**config.mk**
```make
export PLATFORM = sky130hd
export DESIGN_NAME = bp_fe_icache_fill_ctrl
export DESIGN_NICKNAME = d
export VERILOG_FILES = /design/src/rtl/bp_fe_pkg.sv /design/src/rtl/bp_fe_icache_fill_ctrl_counter.sv /design/src/rtl/bp_fe_icache_fill_ctrl.sv
export SDC_FILE = /design/constraint.sdc
export NUM_CORES = 1
export LEC_CHECK = 0
export CORE_AREA = 3 3 113 115
export DETAILED_ROUTE_END_ITERATION = 10
export DIE_AREA = 0 0 116 118
export GPL_TIMING_DRIVEN = 0
export HOLD_SLACK_MARGIN = 0.15
export PLACE_DENSITY = 0.84
export SYNTH_ARGS = -nofsm -noshare
export SYNTH_HDL_FRONTEND = slang
export SYNTH_SLANG_ARGS = --single-unit
```
**constraint.sdc**
```tcl
create_clock -name clk_i -period 2 [get_ports clk_i]
set_clock_uncertainty 0.1 [all_clocks]
set_input_delay 0.5 -clock clk_i [delete_from_list [all_inputs] [get_ports clk_i]]
set_output_delay 0.5 -clock clk_i [all_outputs]
set_load 0.01 [all_outputs]
```
**src/rtl/bp_fe_pkg.sv**
```systemverilog
// Shared configuration, fill-sequencer states and packet payloads for the FE I-cache.
package bp_fe_pkg;

  localparam int unsigned paddr_width_p = 40;
  localparam int unsigned sets_p        = 64;
  localparam int unsigned assoc_p       = 8;
  localparam int unsigned block_width_p = 512;
  localparam int unsigned fill_width_p  = 64;

  localparam int unsigned fill_beats_lp = block_width_p / fill_width_p;
  localparam int unsigned offset_w_lp   = $clog2(block_width_p / 8);
  localparam int unsigned index_w_lp    = $clog2(sets_p);
  localparam int unsigned ptag_w_lp     = paddr_width_p - offset_w_lp - index_w_lp;
  localparam int unsigned way_w_lp      = (assoc_p > 1) ? $clog2(assoc_p) : 1;
  localparam int unsigned beat_w_lp     = (fill_beats_lp > 1) ? $clog2(fill_beats_lp) : 1;
  localparam int unsigned word_off_w_lp = $clog2(fill_width_p / 8);

  typedef enum logic [2:0] {
    e_ready = 3'd0,
    e_send  = 3'd1,
    e_fill  = 3'd2,
    e_tag   = 3'd3,
    e_stat  = 3'd4,
    e_done  = 3'd5
  } bp_fe_fill_state_e;

  typedef struct packed {
    logic [index_w_lp-1:0]   index;
    logic [way_w_lp-1:0]     way;
    logic [beat_w_lp-1:0]    beat;
    logic [fill_width_p-1:0] data;
  } bp_fe_icache_data_pkt_s;

  typedef struct packed {
    logic [index_w_lp-1:0] index;
    logic [way_w_lp-1:0]   way;
    logic [ptag_w_lp-1:0]  tag;
  } bp_fe_icache_tag_pkt_s;

  typedef struct packed {
    logic [index_w_lp-1:0] index;
    logic [way_w_lp-1:0]   way;
  } bp_fe_icache_stat_pkt_s;

endpackage

```
**src/rtl/bp_fe_icache_fill_ctrl_counter.sv**
```systemverilog
// Wrapping up-counter with synchronous clear; counts refill beats that have been written.
module bsg_counter_clear_up #(
  parameter int unsigned max_val_p = 7,
  parameter int unsigned width_p   = 3
) (
  input  logic               clk_i,
  input  logic               reset_i,
  input  logic               clear_i,
  input  logic               up_i,
  output logic [width_p-1:0] count_o
);

  always_ff @(posedge clk_i) begin
    if (reset_i || clear_i)
      count_o <= '0;
    else if (up_i)
      count_o <= (count_o == width_p'(max_val_p)) ? '0 : count_o + width_p'(1);
  end

endmodule

```
**src/rtl/bp_fe_icache_fill_ctrl.sv**
```systemverilog
// I-cache miss refill sequencer: one block read, critical-first beat writes, then tag, then stat/LRU.
module bp_fe_icache_fill_ctrl
  import bp_fe_pkg::*;
(
  input  logic                     clk_i,
  input  logic                     reset_i,

  input  logic [paddr_width_p-1:0] cache_req_addr_i,
  input  logic                     cache_req_v_i,
  output logic                     cache_req_ready_o,
  input  logic [way_w_lp-1:0]      cache_req_way_i,
  input  logic                     cache_req_metadata_v_i,
  output logic                     cache_req_critical_o,
  output logic                     cache_req_complete_o,

  output logic [paddr_width_p-1:0] mem_cmd_addr_o,
  output logic                     mem_cmd_v_o,
  input  logic                     mem_cmd_ready_i,

  input  logic [fill_width_p-1:0]  mem_resp_data_i,
  input  logic                     mem_resp_v_i,
  output logic                     mem_resp_yumi_o,

  output logic [index_w_lp-1:0]    data_pkt_index_o,
  output logic [way_w_lp-1:0]      data_pkt_way_o,
  output logic [beat_w_lp-1:0]     data_pkt_beat_o,
  output logic [fill_width_p-1:0]  data_pkt_data_o,
  output logic                     data_pkt_v_o,
  input  logic                     data_pkt_ready_i,

  output logic [index_w_lp-1:0]    tag_pkt_index_o,
  output logic [way_w_lp-1:0]      tag_pkt_way_o,
  output logic [ptag_w_lp-1:0]     tag_pkt_tag_o,
  output logic                     tag_pkt_v_o,
  input  logic                     tag_pkt_ready_i,

  output logic [index_w_lp-1:0]    stat_pkt_index_o,
  output logic [way_w_lp-1:0]      stat_pkt_way_o,
  output logic                     stat_pkt_v_o,
  input  logic                     stat_pkt_ready_i
);

  bp_fe_fill_state_e state, state_n;

  logic [paddr_width_p-1:0] addr_r;
  logic [way_w_lp-1:0]      way_r;
  logic                     way_v_r, cmd_done_r, critical_r;
  logic [beat_w_lp-1:0]     beat_cnt, start_beat, beat_c;
  logic [index_w_lp-1:0]    index_c;
  logic                     fill_start, last_beat;

  bp_fe_icache_data_pkt_s data_pkt;
  bp_fe_icache_tag_pkt_s  tag_pkt;
  bp_fe_icache_stat_pkt_s stat_pkt;

  assign index_c    = addr_r[offset_w_lp +: index_w_lp];
  assign start_beat = (fill_beats_lp > 1) ? addr_r[word_off_w_lp +: beat_w_lp] : '0;
  assign beat_c     = start_beat + beat_cnt;
  assign last_beat  = (beat_cnt == beat_w_lp'(fill_beats_lp - 1));

  always_ff @(posedge clk_i) begin
    if (reset_i)
      state <= e_ready;
    else
      state <= state_n;
  end

  // Next state and handshake decode; everything is forced quiet while reset is held.
  always_comb begin
    state_n              = state;
    cache_req_ready_o    = 1'b0;
    mem_cmd_v_o          = 1'b0;
    data_pkt_v_o         = 1'b0;
    mem_resp_yumi_o      = 1'b0;
    tag_pkt_v_o          = 1'b0;
    stat_pkt_v_o         = 1'b0;
    cache_req_complete_o = 1'b0;
    fill_start           = 1'b0;
    case (state)
      e_ready: begin
        cache_req_ready_o = 1'b1;
        if (cache_req_v_i) state_n = e_send;
      end
      e_send: begin
        mem_cmd_v_o = ~cmd_done_r;
        if ((cmd_done_r || mem_cmd_ready_i) && (way_v_r || cache_req_metadata_v_i)) begin
          state_n    = e_fill;
          fill_start = 1'b1;
        end
      end
      e_fill: begin
        data_pkt_v_o    = mem_resp_v_i;
        mem_resp_yumi_o = mem_resp_v_i && data_pkt_ready_i;
        if (mem_resp_yumi_o && last_beat) state_n = e_tag;
      end
      e_tag: begin
        tag_pkt_v_o = 1'b1;
        if (tag_pkt_ready_i) state_n = e_stat;
      end
      e_stat: begin
        stat_pkt_v_o = 1'b1;
        if (stat_pkt_ready_i) state_n = e_done;
      end
      e_done: begin
        cache_req_complete_o = 1'b1;
        state_n              = e_ready;
      end
      default: state_n = e_ready;
    endcase
    if (reset_i) begin
      cache_req_ready_o    = 1'b0;
      mem_cmd_v_o          = 1'b0;
      data_pkt_v_o         = 1'b0;
      mem_resp_yumi_o      = 1'b0;
      tag_pkt_v_o          = 1'b0;
      stat_pkt_v_o         = 1'b0;
      cache_req_complete_o = 1'b0;
      fill_start           = 1'b0;
    end
  end

  // Miss context: address on accept, victim way at most once per miss, command-sent flag.
  always_ff @(posedge clk_i) begin
    if (reset_i) begin
      addr_r     <= '0;
      way_r      <= '0;
      way_v_r    <= 1'b0;
      cmd_done_r <= 1'b0;
      critical_r <= 1'b0;
    end else begin
      critical_r <= mem_resp_yumi_o && (beat_cnt == '0);
      if (cache_req_ready_o && cache_req_v_i) begin
        addr_r     <= cache_req_addr_i;
        way_v_r    <= cache_req_metadata_v_i;
        cmd_done_r <= 1'b0;
        if (cache_req_metadata_v_i) way_r <= cache_req_way_i;
      end
      if (state == e_send) begin
        if (cache_req_metadata_v_i && !way_v_r) begin
          way_r   <= cache_req_way_i;
          way_v_r <= 1'b1;
        end
        if (mem_cmd_v_o && mem_cmd_ready_i) cmd_done_r <= 1'b1;
      end
    end
  end

  bsg_counter_clear_up #(
    .max_val_p (fill_beats_lp - 1),
    .width_p   (beat_w_lp)
  ) beat_counter (
    .clk_i   (clk_i),
    .reset_i (reset_i),
    .clear_i (fill_start),
    .up_i    (mem_resp_yumi_o),
    .count_o (beat_cnt)
  );

  assign data_pkt = '{index: index_c, way: way_r, beat: beat_c, data: mem_resp_data_i};
  assign tag_pkt  = '{index: index_c, way: way_r, tag: addr_r[paddr_width_p-1 -: ptag_w_lp]};
  assign stat_pkt = '{index: index_c, way: way_r};

  assign cache_req_critical_o = critical_r;
  assign mem_cmd_addr_o       = addr_r;

  assign data_pkt_index_o = data_pkt.index;
  assign data_pkt_way_o   = data_pkt.way;
  assign data_pkt_beat_o  = data_pkt.beat;
  assign data_pkt_data_o  = data_pkt.data;
  assign tag_pkt_index_o  = tag_pkt.index;
  assign tag_pkt_way_o    = tag_pkt.way;
  assign tag_pkt_tag_o    = tag_pkt.tag;
  assign stat_pkt_index_o = stat_pkt.index;
  assign stat_pkt_way_o   = stat_pkt.way;

endmodule
```
* Yosys cells after proc, flatten, opt, wreduce, memory -nomap -nowiden
Cells that the tools add are included.
** Storage, ports and cells
- Bits of input ports :: 116
- Bits in read-only memories :: 0
- Bits in registers :: 52
- Memory bits (writable) :: 0
- Logic and storage cells :: 69
- Latch bits :: 0
- Memories :: 0
** Cells by class
- Equal/unequal tests :: 11
- Divide/modulo/power cells :: 0
- Bitwise logic cells :: 1
- Add/sub/neg operators :: 2
- Mux-type cells :: 34
- $mul :: 0
- Reductions and logical operators :: 14
- Order comparisons :: 0
- Shifts and indexed selects :: 0
** Operators with widths (number)
- $mux W3 :: 10
- $mux W1 :: 23
- $pmux W3 S5 :: 1
- $ne A2 B2 Y1 const B :: 5
- $eq A3 B3 Y1 const B :: 3
- $logic_and A1 B1 Y1 :: 7
- $eq A3 B2 Y1 const B :: 2
- $logic_not A3 Y1 :: 2
- $reduce_and A5 Y1 :: 1
- $add A3 B1 Y3 const B :: 1
- $add A3 B3 Y3 :: 1
- $eq A3 B1 Y1 const B :: 1
- $logic_or A1 B1 Y1 :: 3
- $logic_not A1 Y1 :: 1
- $not A1 Y1 :: 1

* Logic depth before layout (Yosys ltp)
- Depth in word-level cells :: 7
- Depth in mapped cells :: 5
- Gate-level depth less buffers :: 4

* By module
From an unflattened synthesis, not the netlist that was laid out.
** Unflattened totals
- Cells, all modules :: 327
- Area total of the unflattened synthesis :: 3344.5 sq um
** By module, submodules not included
- bp_fe_icache_fill_ctrl :: cells an instance 314, times used 1, seq. area each 980.9 sq um, area an instance 3195.6 sq um
- bsg_counter_clear_up :: cells an instance 13, times used 1, seq. area each 60.1 sq um, area an instance 148.9 sq um

* Worst setup path after synthesis
No wires, ideal clock.
- Path type :: input port to flip-flop
- From :: input port cache_req_v_i
- To :: register addr_r[0] (netlist: mem_cmd_addr_o[0])
- Stages on the path :: 5
- Library setup time :: 0.121 ns
- Arrival :: 1.753 ns
- Path buffers :: 2
- Setup slack :: 0.025 ns
- Cell sequence :: or3b_1 > or3_1 > buf_6 > buf_12 > mux2_4
** Between the ends
- Cells in the longest elaborated chain, start to end :: 1
** RTL lines
- start, declared :: line bp_fe_icache_fill_ctrl.sv:9 : input logic cache_req_v_i,
- $logic_and A1 B1 Y1 :: line bp_fe_icache_fill_ctrl.sv:132 : if (cache_req_ready_o && cache_req_v_i) begin
- end signal, assigned :: line bp_fe_icache_fill_ctrl.sv:133 : addr_r <= cache_req_addr_i;
- end, declared :: line bp_fe_icache_fill_ctrl.sv:45 : logic [paddr_width_p-1:0] addr_r;
No other way between the ends.
A chain may end at the register's enable or synchronous reset.

* Worst setup path after layout
- From :: register beat_counter.count_o[0]
- To :: output port data_pkt_beat_o[2]
** Between the ends
- Cells in the longest elaborated chain, start to end :: 1
** RTL lines
- start, declared :: line bp_fe_icache_fill_ctrl_counter.sv:10 : output logic [width_p-1:0] count_o
- start signal, assigned :: line bp_fe_icache_fill_ctrl_counter.sv:17 : count_o <= (count_o == width_p'(max_val_p)) ? '0 : count_o + width_p'(1);
- $add A3 B3 Y3 :: line bp_fe_icache_fill_ctrl.sv:58 : assign beat_c = start_beat + beat_cnt;
- end, declared :: line bp_fe_icache_fill_ctrl.sv:26 : output logic [beat_w_lp-1:0] data_pkt_beat_o,
No other way between the ends.

==> flow_summary_export.csv <==
group,metric,value,unit
global_routing,grt_max_degree,16,
logic_synthesis,synth_edf_count,0,
setup_path,cp_data_arrival_time,1560,ps
place,dp_worst_setup_slack,-1100,ps
floorplan,io_pins,286,
sta,period_needed,2160,ps
floorplan,dieHeight,118,um
global_routing,grt_pass1_vias,3147,
logic_synthesis,synth.distinct_cells,43,
worst_hold_path,whs_endpoint,"data_pkt_way_o[1]$_SDFF_PP0_",
global_routing,track_usage,13.9,%
route,via_count,3027,
sta,worst_pin_slew,376,ps
power_and_ir_drop,vdd_drop_max,0.000276,V
logic_synthesis,yosysSeqAreaShare,29.6,%
setup_path,path_max_fanout,2,
global_routing,grt_pass1_wl,15600,um
logic_synthesis,yosysWarnings,0,
global_routing,grt_antenna_before_repair,0,
sta,timing.final.crit_share,108,%
logic_synthesis,syn_area,3520,um^2
power_and_ir_drop,power.density,582,nW/um^2
worst_hold_path,min_from,"data_pkt_way_o[1]$_SDFF_PP0_",
place,portBuffers,221,
power_and_ir_drop,leakage,2.81,nW
route,wl_per_cell,14.4,um
place,place_inst,700,
setup_path,r2r-start,"state[2]$_SDFFE_PP0P_",
setup_path,cp-end-kind,"output pin",
finish,antennaDiodeCount,0,
setup_path,r2r_end,"mem_cmd_addr_o[37]$_SDFFE_PP0P_",
route,drc_errors,0,
setup_path,rrSetupSlack,90,ps
logic_synthesis,synth-seq-cells,52,
sta,rsz0062_at_grt,"true",
route,drt_first_pass_iters,4,
sta,hold_violations,0,
setup_path,crit_required,1400,ps
clock_network,numCtsBuffers,5,
clock_network,clock_sinks,52,
sta,max_freq,463,MHz
sta,finalSetupViolations,3,
floorplan,die_w,116,um
floorplan,row_count,40,
logic_synthesis,synth.net_count,453,
floorplan,die_area,13700,um^2
setup_path,critPathKind,"flop to output pin",
job,cap_viol_max_count,0,
finish,fin_nets,688,
global_routing,gr-total-overflow,0,
logic_synthesis,synth_ff_type,"dfxtp_1",
clock_network,cts_tree,"done",
logic_synthesis,avgSynthCellArea,10.6,um^2
route,drt-total-wl,10300,um
worst_hold_path,hold_class,"flop to flop",
route,detail-route-antenna-nets,0,
setup_path,start_kind,"flop",
place,hpwl,8450,um
sta,slew_viol_final,0,
setup_path,ff2ff_path_depth,5,
clock_network,cts_hold_buffers,0,
clock_network,clock_path_buffers,2,
finish,final_cells,715,
floorplan,core-area,11900,um^2
logic_synthesis,syn_inst,332,
floorplan,start_util,29.5,%
route,via_per_inst,4.23,
clock_network,htreeDepth,2,
clock_network,root_buffer,"clkbuf_16",
route,first_iter_violations,155,
run_status,violations,"negative setup slack",
sta,fin_ws,-162,ps
sta,max_slew_margin,74.9,%
worst_hold_path,whs_path_depth,2,
place,gp_congestion,0.773,
clock_network,clkTransAtPathRegs,70,ps
logic_synthesis,async_flop_share,0,%
finish,drive_gt1_share,46.0,%
finish,area_growth,78.2,%
clock_network,clock_latency,280,ps
run_status,status,"finished with violations",
==> worst max-delay path, cell delays in order, from the launching register on <==
cell,delay [ps]
dfxtp_4,360
ha_4,150
fa_2,350
xnor2_2,140
xnor2_1,120
buf_2,150
==> synthesized netlist by cell type, types with 4 or more instances <==
master,n,area [um^2]
a21oi_1,5,25.0
and2b_2,12,105
and2b_4,28,280
buf_12,4,80.1
buf_4,117,878
clkbuf_1,7,26.3
dfxtp_1,52,1040
ha_1,4,50.1
mux2_4,40,601
nand2b_1,10,62.6
nor2_1,5,18.8
o21ai_1,4,20.0
==> placed cells by master (no fill, tap or decap), types with 5 or more instances in the layout <==
cell	n
and2b_4	28
dfxtp_1	40
and2b_2	12
nand2b_1	7
a21oi_1	5
clkdlybuf4s50_1	207
buf_6	6
clkbuf_16	5
buf_4	123
mux2_4	40
dfxtp_2	10
==> layer usage <==
| layer | up-vias | global-route usage, % | wire [um] |
|---|---|---|---|
| li1 | 1444 | - | - |
| met1 | 1388 | 15.8 | 3900 |
| met2 | 190 | 26.5 | 5430 |
| met3 | 5 | 3.29 | 954 |
| met4 | 0 | 1.89 | 36 |
| met5 | - | 0 | 0 |
==> layout make-up <==
class                           count  area (um^2)
Fill cell                        1062         5640
Timing Repair Buffer              229         2260
Multi-Input combinational cell    147         1570
Sequential cell                    52         1060
Buffer                            129         1030
Tap cell                          147          184
Clock buffer                        7          143
Inverter                            3         11.3
Clock inverter                      1         7.51
==> sequential cells by signal, summed over array words and instances, names as in the netlist <==
| register | cells |
|---|---|
| way_v_r | 1 |
| data_pkt_way_o | 3 |
| state | 3 |
| cmd_done_r | 1 |
| beat_counter.count_o | 3 |
| mem_cmd_addr_o | 40 |
| cache_req_critical_o | 1 |
==> logic make-up (layout without fill, tap and decap cells) <==
kind of cell | Yosys count | count (layout) | share of synthesized area (%)
multiplexers | 43 | 43 | 17.9
flip-flops | 52 | 52 | 29.6
AO/OA/AOI/OAI | 21 | 21 | 3.98
buffers and inverters | 133 | 369 | 28.8
AND/OR/NAND/NOR | 76 | 76 | 17.2
adder cells (fa/ha/maj) | 5 | 5 | 1.99
XOR/XNOR | 2 | 2 | 0.498
==> timing repair <==
item | 4_1_cts | 5_1_grt
cloned | 0 | 0
setup buffers | 7 | 1
resized for setup | 76 | 21
endpoints found under the setup margin | 51 | 29
pin swaps | 5 | 4
==> through the flow <==
step                area (um^2)  util (%)  setup TNS, ps  hold WS, ps  power [mW]
global route               6270      52.6           -338          461        3.82
floorplan                  3520         -              0          372        2.00
detailed placement         5920      49.7         -33790          418        2.74
global placement           5920      49.7         -33190          383        2.71
finish                     6270      52.6           -190          413        3.65
CTS                        6230      52.3           -369          428        3.68
==> worst max-delay path by stage <==
stage	end	startpoint	slack [ps]	depth (start not counted)
after floorplan	mem_cmd_addr_o[0]$_SDFFE_PP0P_	cache_req_v_i	30	5
final	data_pkt_beat_o[2]	beat_counter.count_o[0]$_SDFFE_PP0P_	-160	5
after CTS	data_pkt_beat_o[2]	beat_counter.count_o[0]$_SDFFE_PP0P_	-210	5
after detailed placement	data_pkt_v_o	reset_i	-1100	5
after global placement	data_pkt_v_o	reset_i	-1170	5
after global routing	data_pkt_beat_o[2]	beat_counter.count_o[0]$_SDFFE_PP0P_	-230	5
==> report_power, final <==
part / leakage (nW) / internal (mW) / switching (mW)
registers: 0.433 / 1.14 / 0.0984
logic: 2.31 / 1.04 / 0.481
clock network: 0.0701 / 0.500 / 0.391
No activity file was read; power rests on OpenSTA's default activity.
